File: config.mk
export PLATFORM = sky130hd
export DESIGN_NAME = load_store_unit
export DESIGN_NICKNAME = d
export VERILOG_FILES = /design/src/rtl/control_types.sv /design/src/rtl/lsu_load_align.sv /design/src/rtl/load_store_unit.sv
export SDC_FILE = /design/constraint.sdc
export NUM_CORES = 1
export LEC_CHECK = 0
export BUFFER_PORTS_ARGS = -buffer_cell sky130_fd_sc_hd__buf_2
export CAP_MARGIN = 20
export CORE_AREA = 2 2 104 146
export DETAILED_ROUTE_END_ITERATION = 12
export DIE_AREA = 0 0 106 148
export SLEW_MARGIN = 20
export SYNTH_ARGS = -nofsm -noshare
export SYNTH_HDL_FRONTEND = slang
export SYNTH_SLANG_ARGS = --single-unit
File: constraint.sdc
create_clock -name clk -period 4.4 [get_ports clk]
set_input_delay 1.32 -clock clk [delete_from_list [all_inputs] [get_ports clk]]
set_output_delay 1.32 -clock clk [all_outputs]
set_load 0.005 [all_outputs]
File: src/rtl/control_types.sv
`default_nettype none
// ============================================================================
// control_types : memory-op encoding shared with the control decoder, plus
//                 the LSU state encoding. Rev 1.0
// ============================================================================
package control_types;

  typedef enum logic [3:0] {
    MEM_NOP = 4'd0,
    MEM_LB  = 4'd1,
    MEM_LH  = 4'd2,
    MEM_LW  = 4'd3,
    MEM_LBU = 4'd4,
    MEM_LHU = 4'd5,
    MEM_SB  = 4'd6,
    MEM_SH  = 4'd7,
    MEM_SW  = 4'd8
  } mem_op_t;

  typedef enum logic [1:0] {
    IDLE   = 2'd0,
    REQ    = 2'd1,
    WAIT_R = 2'd2,
    DONE   = 2'd3
  } lsu_state_t;

  function automatic logic is_store(input mem_op_t op);
    return (op == MEM_SB) || (op == MEM_SH) || (op == MEM_SW);
  endfunction

  function automatic logic is_misaligned(input mem_op_t op, input logic [1:0] lo);
    case (op)
      MEM_LH, MEM_LHU, MEM_SH: return lo[0];
      MEM_LW, MEM_SW:          return |lo;
      default:                 return 1'b0;
    endcase
  endfunction

endpackage
`default_nettype wire

File: src/rtl/lsu_load_align.sv
`default_nettype none
// ============================================================================
// lsu_load_align : selects the addressed lane of a read word and sign/zero
//                  extends it to 32 bits. Rev 1.0
// ============================================================================
module lsu_load_align
  import control_types::*;
(
  input  mem_op_t     op,
  input  logic [1:0]  byte_sel,
  input  logic [31:0] rdata,
  output logic [31:0] data
);

  logic [7:0]  byte_val;
  logic [15:0] half_val;

  always_comb begin
    byte_val = rdata[7:0];
    case (byte_sel)
      2'd0: byte_val = rdata[7:0];
      2'd1: byte_val = rdata[15:8];
      2'd2: byte_val = rdata[23:16];
      2'd3: byte_val = rdata[31:24];
      default: byte_val = rdata[7:0];
    endcase
    half_val = byte_sel[1] ? rdata[31:16] : rdata[15:0];

    data = rdata;
    case (op)
      MEM_LB:  data = {{24{byte_val[7]}}, byte_val};
      MEM_LBU: data = {24'd0, byte_val};
      MEM_LH:  data = {{16{half_val[15]}}, half_val};
      MEM_LHU: data = {16'd0, half_val};
      default: data = rdata;
    endcase
  end

endmodule
`default_nettype wire

File: src/rtl/load_store_unit.sv
`default_nettype none
// ============================================================================
// load_store_unit : MEM-stage byte/half/word load-store engine on a
//                   word-addressed req/gnt/rvalid bus, stalling until done. Rev 1.0
// ============================================================================
module load_store_unit
  import control_types::*;
#(
  parameter int ADDR_W  = 32,
  parameter int TIMEOUT = 255
) (
  input  logic              clk,
  input  logic              rst_n,
  input  logic              valid_in,
  input  mem_op_t           mem_ctrl_in,
  input  logic              mem_rd_in,
  input  logic              mem_wr_in,
  input  logic [ADDR_W-1:0] addr_in,
  input  logic [31:0]       wdata_in,
  output logic              stall_out,
  output logic [31:0]       rdata_out,
  output logic              done_out,
  output logic              misalign_out,
  output logic              bus_err_out,
  output logic              bus_req,
  output logic              bus_we,
  output logic [ADDR_W-1:0] bus_addr,
  output logic [3:0]        bus_be,
  output logic [31:0]       bus_wdata,
  input  logic              bus_gnt,
  input  logic              bus_rvalid,
  input  logic [31:0]       bus_rdata
);

  localparam int            TW     = (TIMEOUT > 0) ? $clog2(TIMEOUT + 1) : 1;
  localparam logic [TW-1:0] T_LAST = (TIMEOUT > 0) ? TW'(TIMEOUT - 1) : '0;

  lsu_state_t        state, next_state;
  mem_op_t           op_reg;
  logic [1:0]        lane_reg;
  logic              we_reg;
  logic [TW-1:0]     timer;
  logic              accept, misal, start, capture, timeout_hit, abort;
  logic [3:0]        st_be;
  logic [31:0]       st_wdata;
  logic [31:0]       load_data;

  assign accept  = (state == IDLE) && valid_in && (mem_rd_in || mem_wr_in) &&
                   (mem_ctrl_in != MEM_NOP);
  assign misal   = is_misaligned(mem_ctrl_in, addr_in[1:0]);
  assign start   = accept && !misal;
  assign capture = ((state == REQ) && bus_gnt && !we_reg && bus_rvalid) ||
                   ((state == WAIT_R) && bus_rvalid);
  assign timeout_hit = (TIMEOUT != 0) && ((state == REQ) || (state == WAIT_R)) &&
                       (timer == T_LAST);

  // Lane placement is resolved at accept time so the bus fields are registers.
  always_comb begin
    st_be    = 4'b1111;
    st_wdata = 32'd0;
    case (mem_ctrl_in)
      MEM_SB: begin
        st_be    = 4'b0001 << addr_in[1:0];
        st_wdata = {4{wdata_in[7:0]}};
      end
      MEM_SH: begin
        st_be    = addr_in[1] ? 4'b1100 : 4'b0011;
        st_wdata = {2{wdata_in[15:0]}};
      end
      MEM_SW: st_wdata = wdata_in;
      default: begin
        st_be    = 4'b1111;
        st_wdata = 32'd0;
      end
    endcase
  end

  always_comb begin
    next_state = state;
    abort      = 1'b0;
    case (state)
      IDLE: if (start) next_state = REQ;
      REQ: begin
        if (bus_gnt) begin
          if (we_reg || bus_rvalid) next_state = DONE;
          else                      next_state = WAIT_R;
        end else if (timeout_hit) begin
          next_state = IDLE;
          abort      = 1'b1;
        end
      end
      WAIT_R: begin
        if (bus_rvalid) begin
          next_state = DONE;
        end else if (timeout_hit) begin
          next_state = IDLE;
          abort      = 1'b1;
        end
      end
      DONE:    next_state = IDLE;
      default: next_state = IDLE;
    endcase
  end

  always_ff @(posedge clk) begin
    if (!rst_n) begin
      state        <= IDLE;
      op_reg       <= MEM_NOP;
      lane_reg     <= 2'd0;
      we_reg       <= 1'b0;
      timer        <= '0;
      rdata_out    <= 32'd0;
      misalign_out <= 1'b0;
      bus_err_out  <= 1'b0;
      bus_addr     <= '0;
      bus_be       <= 4'd0;
      bus_wdata    <= 32'd0;
    end else begin
      state        <= next_state;
      misalign_out <= accept && misal;
      bus_err_out  <= abort;
      if (start) begin
        op_reg    <= mem_ctrl_in;
        lane_reg  <= addr_in[1:0];
        we_reg    <= is_store(mem_ctrl_in);
        bus_addr  <= {addr_in[ADDR_W-1:2], 2'b00};
        bus_be    <= st_be;
        bus_wdata <= st_wdata;
        timer     <= '0;
      end else if ((state == REQ) || (state == WAIT_R)) begin
        timer <= timer + 1'b1;
      end
      if (capture) rdata_out <= load_data;
    end
  end

  assign stall_out = start || (state == REQ) || (state == WAIT_R);
  assign bus_req   = (state == REQ);
  assign bus_we    = (state == REQ) && we_reg;
  assign done_out  = (state == DONE);

  lsu_load_align u_align (
    .op       (op_reg),
    .byte_sel (lane_reg),
    .rdata    (bus_rdata),
    .data     (load_data)
  );

endmodule
`default_nettype wire

# --- Word level (Yosys, flattened, before mapping) ---
# Index checks and enable logic that the tools add are counted.
# W data, S select, Z words.
totals:
  ff_bits: 117
  in_bits: 107
  wordCells: 77
classes:
  n_addsub: 1
  n_eq_ne: 18
  shifts: 1
  n_mux: 17
  bitwise_logic: 1
  n_reduce_logical: 28
ops:
  columns: ["op", "n"]
  rows:
  - ["$pmux W32 S4", 1]
  - ["$pmux W32 S3", 1]
  - ["$pmux W8 S4", 1]
  - ["$eq A4 B3 Y1 const B", 5]
  - ["$mux W16", 1]
  - ["$eq A4 B2 Y1 const B", 3]
  - ["$logic_and A1 B1 Y1", 11]
  - ["$add A8 B1 Y8 const B", 1]
  - ["$eq A2 B2 Y1 const B", 4]
  - ["$eq A8 B8 Y1 const B", 1]
  - ["$logic_or A1 B1 Y1", 8]
  - ["$mux W2", 4]
  - ["$pmux W2 S4", 1]
  - ["$pmux W4 S2", 1]
  - ["$reduce_or A2 Y1", 3]
  - ["$eq A2 B1 Y1 const B", 2]
  - ["$eq A4 B1 Y1 const B", 1]
  - ["$eq A4 B4 Y1 const B", 1]
  - ["$logic_not A2 Y1", 2]
  - ["$mux W1", 4]
  - ["$mux W4", 1]
  - ["$pmux W1 S2", 2]
  - ["$reduce_bool A4 Y1", 1]
  - ["$shl A1 B2 Y4 const A", 1]
  - ["4 further kinds", 5]

# --- Longest topological paths before layout ---
# Gate-level depths: netlist (run 1).
depth:
  word_depth: 7
  depth_mapped: 8

# --- Cells and area by module ---
# A second synthesis (run 1) with hierarchy kept.
unflattened:
  cells_unflattened: 665
  area_unflattened_um2: 5670.4
modules_own_cells:
  columns: ["module", "instances", "cells_per_inst", "area_per_inst_um2", "seq_area_each_um2"]
  rows:
  - ["load_store_unit", 1, 560, 4849.7, 2342.2]
  - ["lsu_load_align", 1, 105, 820.8, 0.0]

# --- Least setup slack after synthesis (run 1) ---
# Ideal clock, no wire load.
synth_timing:
  path_kind: "input port to output port"
  start: "input port mem_ctrl_in[0]"
  end: "output port stall_out"
  arrival_time_ns: 2.270
  setup_slack_ns: 0.810
  stages: 5
  path_cell_list: "buf_6 > nand2b_1 > o32a_2 > nand3_2 > nand3_1"
synth_via:
  elab_chain_len: 7
  elab_cells_between_ends: 14
  cone_classes: "eq/ne (5); mux (1); reduce/logical (8)"
synth_rtl:
  columns: ["element", "line_no", "rtl"]
  rows:
  - ["start: declaration", "load_store_unit.sv:15", "input mem_op_t mem_ctrl_in,"]
  - ["$eq A4 B3 Y1 (tied with other cells)", "control_types.sv:32", "case (op)"]
  - ["$reduce_or A3 Y1 / $reduce_or A2 Y1 (equally long branches)", "control_types.sv:32", null]
  - ["$pmux W1 S2", "control_types.sv:32", null]
  - ["$logic_not A1 Y1", "load_store_unit.sv:51", "assign start = accept && !misal;"]
  - ["$logic_and A1 B1 Y1 (*)", "load_store_unit.sv:51", null]
  - ["$logic_or A1 B1 Y1 (*) (2 in series)", "load_store_unit.sv:137", "assign stall_out = start || (state == REQ) || (state == WAIT_R);"]
  - ["end: declaration", "load_store_unit.sv:20", "output logic stall_out,"]
# Mark *: on every way between the ends. The rest lies on a longest branch, timed or not.

# --- Worst setup path after layout (run 1) ---
# Same ends and word-level chain as after synthesis.

==> results of run 1 <==
[per-stage QoR]
stage          hold WS, ns  power (W)  cell area [µm²]  instances  util, %
2_1_floorplan        0.444    0.00149             5060        528        -
3_3_place_gp         0.433    0.00167             6170        894     42.9
3_5_place_dp         0.440    0.00169             6170        894     42.9
4_1_cts              0.449    0.00307             6760        926     47.0
5_1_grt              0.476    0.00319             6760        926     47.0
6_report             0.447    0.00304             6760        926     47.0
[synthesized netlist by cell type, types with 3 or more instances]
library cell  number
a22oi_1           21
mux4_2             8
nand2_1           52
ha_1               7
buf_6             11
clkbuf_1          16
a21oi_1           30
xor2_1             5
nand4_1            3
buf_4              3
nor2_1            28
a31oi_1           24
nand3b_1           5
nand3_1           11
buf_2              7
o21ai_0           61
mux2i_1           10
mux2_2             8
dfxtp_1          117
xnor2_1            3
a22o_1            45
a21o_1             3
inv_1              8
[cell families (layout without fill, tap and decap cells)]
group	Yosys count	after routing	synth area share [%]
mux	26	26	7.33
flops	117	117	46.3
fa+ha+maj	7	7	1.73
xor+xnor	8	8	1.39
simple gates	118	118	11.0
buf+inv	48	257	5.64
other cells	1	2	0.0742
compound gates	202	202	26.5
[power groups by stage]
stage	clock (W)	sequential, W	combinational (W)
2_1_floorplan	0	0.00120	0.000292
3_3_place_gp	0	0.00121	0.000467
3_5_place_dp	0	0.00121	0.000477
4_1_cts	0.00140	0.00119	0.000481
5_1_grt	0.00146	0.00120	0.000528
6_report	0.00137	0.00119	0.000477
[metal layers]
metal  routed length [µm]  vias up  global-route usage (%)
met5                    0        -                       0
met4                  342        0                    7.57
met3                 1300       21                    6.57
met2                 7640      225                    33.6
met1                 6230     2324                    22.4
li1                     -     2356                       -
[worst paths after layout]
| path | depth (start not counted) | endpoint |
|---|---|---|
| hold / removal | 2 | bus_wdata[15] |
| setup reg to reg | 5 | rdata_out[17] |
| setup / recovery | 6 | stall_out |
| hold reg to reg | 2 | bus_wdata[15] |
[placed cells by master (no fill, tap or decap), types with 2 or more instances in the layout]
master	n
nand4_1	3
mux2i_1	10
inv_1	8
o21ai_1	2
nand2_1	52
conb_1	2
a31oi_1	24
buf_2	210
ha_1	7
nor2_1	28
or3b_1	2
a21o_1	3
dfxtp_1	117
and2_1	2
nand2b_1	2
a22o_1	45
inv_6	2
mux4_2	8
clkinvlp_4	5
clkinv_4	4
xnor2_1	3
mux2_2	8
bufinv_16	2
a21oi_1	30
nand3_1	11
buf_4	6
clkbuf_16	17
nor2b_1	2
nand3b_1	5
o22ai_1	2
xor2_1	5
a22oi_1	21
o21ai_0	61
and4_1	2
[critical path, delay by kind of cell]
kind | cells | cell delay (ns)
AND/OR/NAND/NOR | 3 | 0.37
AO/OA/AOI/OAI | 1 | 0.45
buffers and inverters | 2 | 0.31
[cell type report]
cell class / instances / area [µm²]
sequential: 117 / 2340
clock inverter: 13 / 150
timing repair buffer: 217 / 1120
clock buffer: 19 / 443
inverter: 8 / 30.0
tap: 189 / 236
multi-input combinational: 363 / 2440
fill: 1425 / 7620
==> run_results.csv, run 1 <==
group,metric,value,unit
setup_path,timing.critical_path.to_type,"output port",
layout,reg.largest.list,"bus_wdata (32), rdata_out (32), bus_addr (30)",
power_and_ir_drop,power_per_cell_area,449,nW/µm²
clock_network,clock_sink_count,117,
timing,finalWorstPathRequiredPeriod,3.79,ns
timing,number_of_hold_slack_violations_in_the_final_timing_report,0,
clock_network,ctsHoldBuffers,0,
global_routing,antenna_found_initial,0,
global_routing,grt_pass1_wl,24400,µm
setup_path,start_kind,"primary input",
clock_network,clock_latency,0.40,ns
setup_path,critical-path-top-cell-by-count,"buf_2",
clock_network,cts-htree-levels,4,
synthesis,synthesis.yosys.warnings,0,
synthesis,post_synth.cell_area_avg,9.59,µm²
power_and_ir_drop,p_clk_share,45.2,%
clock_network,maximum_clock_path_buffer_count,2,
clock_network,cts_tree,"yes",
place,dpl_worst_slack,0.596,ns
floorplanning,die_height,148,µm
synthesis,synth_area_leader_cell,"dfxtp_1",
drt,detail_route.wl_per_cell,16.8,µm
global_routing,grt_start_max_net_pins,56,
drt,detail-route-antenna-nets,0,
power_and_ir_drop,power_switching,0.000836,W
setup_path,timing.critical_path.cells,"buf_2 > nand2b_1 > o32a_2 > nand3_2 > nand3_1 > buf_2",
place,gpl.final_weighted_congestion,0.801,
drt,drt_iter0_drc,183,
synthesis,netlist_instances,527,
power_and_ir_drop,power_frac_seq,39.1,%
timing,setup_total_negative_slack,0,ns
drt,dr_total_vias,4926,
setup_path,critPathLaunch,"mem_ctrl_in[0]",
setup_path,critical_path.max_fanout,11,
place,dp_hpwl,11300,µm
drt,drc,0,
clock_network,clk_transition_reported_paths,0.06,ns
clock_network,post_cts_resize_count,0,
timing,rsz0062_at_grt,"no",
power_and_ir_drop,total_leakage_power,3.07,nW
layout,layout-drive-gt1-share,36.9,%
flow_run,max_cap_viol_count,0,
place,numPortBuffers,210,
synthesis,postSynth.topFlopCell,"dfxtp_1",
timing,slew_headroom,28.7,%
drt,wl,15500,µm
drt,firstDrtPassIters,4,
setup_path,cp.arrival,2.47,ns
clock_network,postCtsSetupRepairBufs,0,
layout,area_growth_syn_to_layout,33.7,%
clock_network,clock-root-buffer,"clkbuf_16",
setup_path,ff2ff_setup_slack,1.90,ns
timing,clock.fmax,264,MHz
setup_path,crit-reg2reg-launch,"lane_reg[1]",
power_and_ir_drop,intPower,0.00220,W
floorplanning,floorplan.initialDensity,35.1,%
synthesis,synthesis.area,5050,µm²
layout,finish.net_count,838,
outcome,status,"completed",
global_routing,grt_pass1_vias,4885,
setup_path,master_of_the_slowest_instance_on_the_critical_path,"o32a_2",
global_routing,grt_remaining_overflow,0,
layout,antenna_cells,0,
synthesis,synth-edff-count,0,
floorplanning,floorplan.io_pins,213,
synthesis,synth_top_area_share,46.3,%
setup_path,critical_path.max_stage_delay,0.45,ns
synthesis,synthTopCellsByArea,"dfxtp_1, a22o_1, o21ai_0, nand2_1, mux4_2",
power_and_ir_drop,comb_power_share,15.7,%
power_and_ir_drop,max-vdd-ir-drop,0.202,mV
floorplanning,floorplan.core_area,14400,µm²
synthesis,synth-seq-cells,117,
drt,routed_via_density,5.32,
worst_hold_path,min-delay-start,"bus_wdata[15]",
timing,setup_ws_final,0.608,ns
timing,final_min_period_over_clock_period,86.2,%
setup_path,cp_data_required_time,3.08,ns
timing,tightestPinTransition,1.07,ns
floorplanning,row_count,52,
clock_network,cts_made_buffers,17,
worst_hold_path,worst_hold_path_type,"reg2reg",
synthesis,asyncSetResetFlopFracSynth,0,%
synthesis,yosys.cell_types.count,56,
timing,fin_skew,0.0107,ns
power_and_ir_drop,switching_share,27.5,%
floorplanning,floorplan.die_area,15700,µm²
global_routing,globalRouteTotalUtil,19.6,%
synthesis,yosysSeqAreaShare,46.3,%
timing,setup_viol,0,
floorplanning,width_of_the_chip,106,µm
setup_path,crit_path_class,"in2out",
timing,final-max-slew-violation-count,0,
No activity file was read; power rests on OpenSTA's default activity.
==> run 2, diff against run 1 <==
==> constraint.sdc (replaced) <==
create_clock -name clk -period 3.1 [get_ports clk]
set_input_delay 0.93 -clock clk [delete_from_list [all_inputs] [get_ports clk]]
set_output_delay 0.93 -clock clk [all_outputs]
set_load 0.005 [all_outputs]
==> run_results.csv, run 2 (synthesis gave the netlist of run 1 again) <==
group,metric,value,unit
layout,area_growth_syn_to_layout,35.9,%
drt,detail-route-antenna-nets,0,
drt,drc,0,
flow_run,max_cap_viol_count,0,
global_routing,grt_remaining_overflow,0,
clock_network,ctsHoldBuffers,0,
drt,dr_total_vias,4884,
power_and_ir_drop,total_leakage_power,3.14,nW
setup_path,cp_data_required_time,2.17,ns
timing,setup_viol,0,
timing,number_of_hold_slack_violations_in_the_final_timing_report,0,
drt,drt_iter0_drc,180,
timing,final_min_period_over_clock_period,95.2,%
outcome,status,"completed",
clock_network,clk_transition_reported_paths,0.06,ns
timing,finalWorstPathRequiredPeriod,2.95,ns
global_routing,globalRouteTotalUtil,19.5,%
worst_hold_path,worst_hold_path_type,"reg2reg",
global_routing,grt_start_max_net_pins,71,
global_routing,grt_pass1_vias,4951,
drt,routed_via_density,5.23,
setup_path,critical-path-top-cell-by-count,"buf_2",
floorplanning,die_height,148,µm
timing,rsz0062_at_grt,"no",
drt,wl,15500,µm
floorplanning,floorplan.io_pins,213,
setup_path,ff2ff_setup_slack,0.91,ns
setup_path,critical_path.max_stage_delay,0.37,ns
setup_path,critical_path.max_fanout,7,
clock_network,clock_latency,0.40,ns
timing,final-max-slew-violation-count,0,
setup_path,start_kind,"primary input",
setup_path,cp.arrival,2.02,ns
clock_network,post_cts_resize_count,0,
drt,detail_route.wl_per_cell,16.6,µm
clock_network,maximum_clock_path_buffer_count,2,
place,dp_hpwl,11500,µm
clock_network,postCtsSetupRepairBufs,0,
setup_path,crit_path_class,"in2out",
layout,antenna_cells,0,
timing,slew_headroom,44.5,%
place,gpl.final_weighted_congestion,0.798,
clock_network,cts_made_buffers,17,
layout,nFillCells,1402,
timing,setup_ws_final,0.148,ns
setup_path,crit-reg2reg-launch,"state[0]",
timing,setup_total_negative_slack,0,ns
layout,reg.largest.list,"bus_wdata (32), rdata_out (32), bus_addr (30)",
layout,final_cell_mix,"buf_2, dfxtp_1, o21ai_0",
global_routing,antenna_found_initial,0,
setup_path,critPathLaunch,"mem_ctrl_in[2]",
setup_path,worstReg2RegEnd,"bus_wdata[4]",
timing,clock.fmax,339,MHz
place,dpl_worst_slack,0.135,ns
floorplanning,floorplan.core_area,14400,µm²
layout,layout-drive-gt1-share,37.7,%
setup_path,capture_point_of_the_critical_path,"stall_out",
floorplanning,floorplan.initialDensity,35.1,%
clock_network,clock-root-buffer,"clkbuf_16",
clock_network,cts_tree,"yes",
floorplanning,row_count,52,
timing,fin_skew,0.00985,ns
clock_network,clock_sink_count,117,
layout,finish.net_count,846,
floorplanning,floorplan.die_area,15700,µm²
floorplanning,width_of_the_chip,106,µm
clock_network,cts-htree-levels,4,
setup_path,master_of_the_slowest_instance_on_the_critical_path,"or3b_1",
drt,firstDrtPassIters,4,
power_and_ir_drop,max-vdd-ir-drop,0.311,mV
global_routing,grt_pass1_wl,24300,µm
setup_path,timing.critical_path.cells,"buf_2 > or3b_1 > o32a_2 > nand3_2 > nand3_1 > buf_2",
setup_path,rr_worst_depth,8,
power_and_ir_drop,power_per_cell_area,652,nW/µm²
setup_path,timing.critical_path.to_type,"output port",
timing,tightestPinTransition,0.832,ns
layout,layout.cells.most_common,"buf_2",
layout,finalCoreUtilization,47.7,%
place,numPortBuffers,210,
run 2: changes by cell type in the layout (fill, tap and decap cells not counted):
| cell | change |
|---|---|
| clkbuf_1 | -1 |
| bufinv_16 | +2 |
| clkinv_2 | +1 |
| clkinvlp_4 | -2 |
| buf_4 | +8 |
run 2: where the power goes:
group / total, W / leakage, nW / internal [W] / switching (W)
combinational: 0.000697 / 1.89 / 0.000308 / 0.000388
sequential: 0.00168 / 0.951 / 0.00161 / 0.0000662
clock: 0.00210 / 0.303 / 0.00137 / 0.000724
total: 0.00447 / 3.14 / 0.00330 / 0.00118
run 2: metrics by stage:
step                      area (µm²)  power, W  std cells  hold slack, ns
after floorplan                 5060   0.00212        528           0.444
after global placement          6230   0.00239        902           0.434
after detailed placement        6230   0.00241        902           0.437
after CTS                       6870   0.00452        934           0.449
after global routing            6870   0.00467        934           0.480
final                           6870   0.00447        934           0.449
run 2: critical path, delay by kind of cell:
family	cells	cell delay (ns)
buf+inv	2	0.27
compound gates	1	0.22
simple gates	3	0.60
run 2: area by class of cell:
class / count / area (µm²) / share of cell area, %
multi-input cells: 363 / 2440 / 35.6
well taps: 189 / 236 / 3.44
flip-flops and latches: 117 / 2340 / 34.1
clock buffers: 18 / 439 / 6.40
repair buffers: 225 / 1180 / 17.1
inverters: 8 / 30.0 / 0.437
clock inverters: 14 / 200 / 2.92
run 2: worst min-delay path by stage:
stage | cells after the start | to | slack (ns) | start
floorplan | 2 | bus_wdata[15] | 0.44 | bus_wdata[15]
global placement | 2 | bus_wdata[15] | 0.43 | bus_wdata[15]
detailed placement | 2 | bus_wdata[27] | 0.44 | bus_wdata[27]
CTS | 2 | bus_wdata[15] | 0.45 | bus_wdata[15]
global route | 2 | bus_wdata[26] | 0.48 | bus_wdata[26]
finish | 2 | bus_wdata[27] | 0.45 | bus_wdata[27]
run 2: per-layer routing:
layer | global-route usage [%] | routed length (µm) | part of all wire [%]
met1 | 21.7 | 6340 | 41
met4 | 7.89 | 325 | 2.1
met5 | 0 | 0 | 0
met2 | 34.4 | 7820 | 50
met3 | 6.00 | 1050 | 6.8
==> run 3, diff against run 2 <==
--- a/config.mk
+++ b/config.mk
@@ -10,6 +10,7 @@
 export CORE_AREA = 2 2 104 146
 export DETAILED_ROUTE_END_ITERATION = 12
 export DIE_AREA = 0 0 106 148
+export GPL_TIMING_DRIVEN = 0
 export SLEW_MARGIN = 20
 export SYNTH_ARGS = -nofsm -noshare
 export SYNTH_HDL_FRONTEND = slang
==> constraint.sdc (replaced) <==
create_clock -name clk -period 2.4 [get_ports clk]
set_input_delay 0.72 -clock clk [delete_from_list [all_inputs] [get_ports clk]]
set_output_delay 0.72 -clock clk [all_outputs]
set_load 0.005 [all_outputs]
==> run_results.csv, run 3 (synthesis gave the netlist of run 1 again) <==
group,metric,value,unit
timing,finalWorstPathRequiredPeriod,2.42,ns
timing,number_of_hold_slack_violations_in_the_final_timing_report,0,
place,numPortBuffers,209,
outcome,status,"finished with violations",
drt,met2_length,8500,µm
setup_path,critical_path.max_stage_delay,0.38,ns
timing,setup_viol,1,
setup_path,worstReg2RegEnd,"bus_wdata[5]",
layout,finalCoreUtilization,49.5,%
layout,final_cell_mix,"buf_2, dfxtp_1, o21ai_0",
setup_path,cp.buffers_inverters,2,
drt,top_signal_layer_used,"met4",
worst_hold_path,hold_depth,2,
timing,tightestPinTransition,0.714,ns
timing,clock.fmax,413,MHz
setup_path,ff2ff_setup_slack,0.15,ns
global_routing,grt_remaining_overflow,0,
global_routing,grt_pass1_vias,5215,
drt,wl_met1,6600,µm
setup_path,cp_data_required_time,1.68,ns
global_routing,antenna_found_initial,0,
floorplanning,floorplan.io_pins,213,
clock_network,maximum_clock_path_buffer_count,2,
timing,fin_skew,0.0119,ns
drt,detail-route-antenna-nets,0,
drt,dr_wl_met3,1390,µm
layout,layout.cells.most_common,"buf_2",
worst_hold_path,min-delay-start,"bus_wdata[15]",
setup_path,timing.critical_path.cells,"buf_8 > or3b_1 > o32a_4 > nand3_4 > nand3_2 > buf_2",
setup_path,path_delay_family,"simple AND/OR/NAND/NOR gates",
clock_network,clock-root-buffer,"clkbuf_16",
clock_network,clock_latency,0.42,ns
layout,antenna_cells,0,
power_and_ir_drop,switching_share,27.5,%
setup_path,timing.critical_path.to_type,"output port",
power_and_ir_drop,total_leakage_power,3.26,nW
power_and_ir_drop,max-vdd-ir-drop,0.422,mV
timing,slew_headroom,52.3,%
clock_network,clk_transition_reported_paths,0.06,ns
place,total_placed_cells_including_tap_cells,926,
worst_hold_path,min_to,"bus_wdata[15]",
place,dp_hpwl,12800,µm
layout,stdcell_area,7120,µm²
worst_hold_path,worst_hold_path_type,"reg2reg",
power_and_ir_drop,intPower,0.00424,W
floorplanning,floorplan.initialDensity,35.1,%
setup_path,start_kind,"primary input",
floorplanning,die_height,148,µm
clock_network,cts_made_buffers,17,
floorplanning,floorplan.core_area,14400,µm²
setup_path,rr_worst_depth,9,
power_and_ir_drop,power_per_cell_area,822,nW/µm²
clock_network,clock_sink_count,117,
place,gpl.final_weighted_congestion,0.864,
layout,layout-drive-gt1-share,39.4,%
layout,finish.net_count,882,
drt,dr_total_vias,5174,
layout,final_cells,970,
floorplanning,width_of_the_chip,106,µm
floorplanning,row_count,52,
setup_path,crit_path_class,"in2out",
clock_network,cts_tree,"yes",
drt,routed_via_density,5.33,
timing,final_min_period_over_clock_period,101,%
timing,timing.hold.ws,0.455,ns
drt,drt_iter0_drc,188,
power_and_ir_drop,comb_power_share,17.3,%
outcome,failed_checks,"negative setup slack",
place,placedInstanceArea,6340,µm²
global_routing,grt_pass1_wl,26400,µm
timing,setup_ws_final,-0.0203,ns
clock_network,cts-htree-levels,4,
power_and_ir_drop,power_frac_seq,37.0,%
timing,setup_total_negative_slack,-0.0203,ns
drt,detail_route.wl_per_cell,17.6,µm
flow_run,max_cap_viol_count,0,
timing,rsz0062_at_grt,"yes",
drt,firstDrtPassIters,5,
drt,wl,17100,µm
timing,final-max-slew-violation-count,0,
power_and_ir_drop,p_clk_share,45.8,%
setup_path,crit-reg2reg-launch,"state[1]",
setup_path,cp.arrival,1.70,ns
global_routing,grt_start_max_net_pins,17,
global_routing,globalRouteTotalUtil,21.4,%
layout,reg.largest.list,"bus_wdata (32), rdata_out (32), bus_addr (30)",
setup_path,critical_path.max_fanout,7,
floorplanning,floorplan.die_area,15700,µm²
layout,area_growth_syn_to_layout,40.9,%
drt,drc,0,
setup_path,master_of_the_slowest_instance_on_the_critical_path,"or3b_1",
power_and_ir_drop,power_switching,0.00161,W
-- run 3: changes by cell type in the layout (fill, tap and decap cells not counted), sizes merged --
cell | previous run | this run
bufinv | 4 | 3
buf | 225 | 243
clkinv | 5 | 2
inv | 10 | 11
clkbuf | 18 | 37
clkinvlp | 3 | 5
-- run 3: power groups by stage --
| stage | combinational (W) | clock, W | sequential [W] |
|---|---|---|---|
| 6_report | 0.00101 | 0.00268 | 0.00216 |
| 5_1_grt | 0.00110 | 0.00281 | 0.00218 |
| 4_1_cts | 0.000987 | 0.00272 | 0.00216 |
| 3_5_place_dp | 0.000945 | 0 | 0.00220 |
| 3_3_place_gp | 0.000928 | 0 | 0.00220 |
| 2_1_floorplan | 0.000535 | 0 | 0.00220 |
-- run 3: cell type report --
type	count	area, µm²
Clock buffer	19	453
Tap cell	189	236
Fill cell	1393	7260
Buffer	40	258
Inverter	8	32.5
Sequential cell	117	2340
Multi-Input combinational cell	363	2470
Clock inverter	13	171
Timing Repair Buffer	221	1150
-- run 3: worst reg2reg max path, stage by stage (launching register included) --
cell	delay (ns)
dfxtp_2	0.35
inv_4	0.08
ha_4	0.16
o211ai_1	0.16
nor2_2	0.22
buf_4	0.14
buf_4	0.13
nand4_1	0.30
nor2_2	0.46
a22o_1	0.20
-- run 3: timing repair --
action / in CTS / in global routing
pin swaps: 6 / 4
setup buffers: 7 / 5
resized for setup: 13 / 9
setup endpoints to repair: 10 / 38
hold buffers: 0 / 0
gates cloned: 0 / 0
-- run 3: through the flow --
stage	setup slack (ns)	total power, W
floorplan	0.0101	0.00274
global placement	-0.258	0.00312
detailed placement	-0.270	0.00315
CTS	-0.0359	0.00586
global route	-0.0689	0.00609
finish	-0.0203	0.00585
-- run 3: metal layers --
metal	vias to the layer above	global-route usage, %
met5	-	0
met3	40	6.92
met4	0	10.5
met1	2451	23.0
li1	2440	-
met2	243	37.7
-- run 3: how the worst max path moves through the flow --
| stage | start | end | cells past startpoint |
|---|---|---|---|
| after global routing | mem_ctrl_in[0] | stall_out | 6 |
| after floorplan | mem_ctrl_in[0] | stall_out | 5 |
| after CTS | mem_ctrl_in[3] | stall_out | 6 |
| after global placement | mem_ctrl_in[1] | stall_out | 6 |
| after detailed placement | mem_ctrl_in[2] | stall_out | 6 |
| final | mem_ctrl_in[3] | stall_out | 6 |
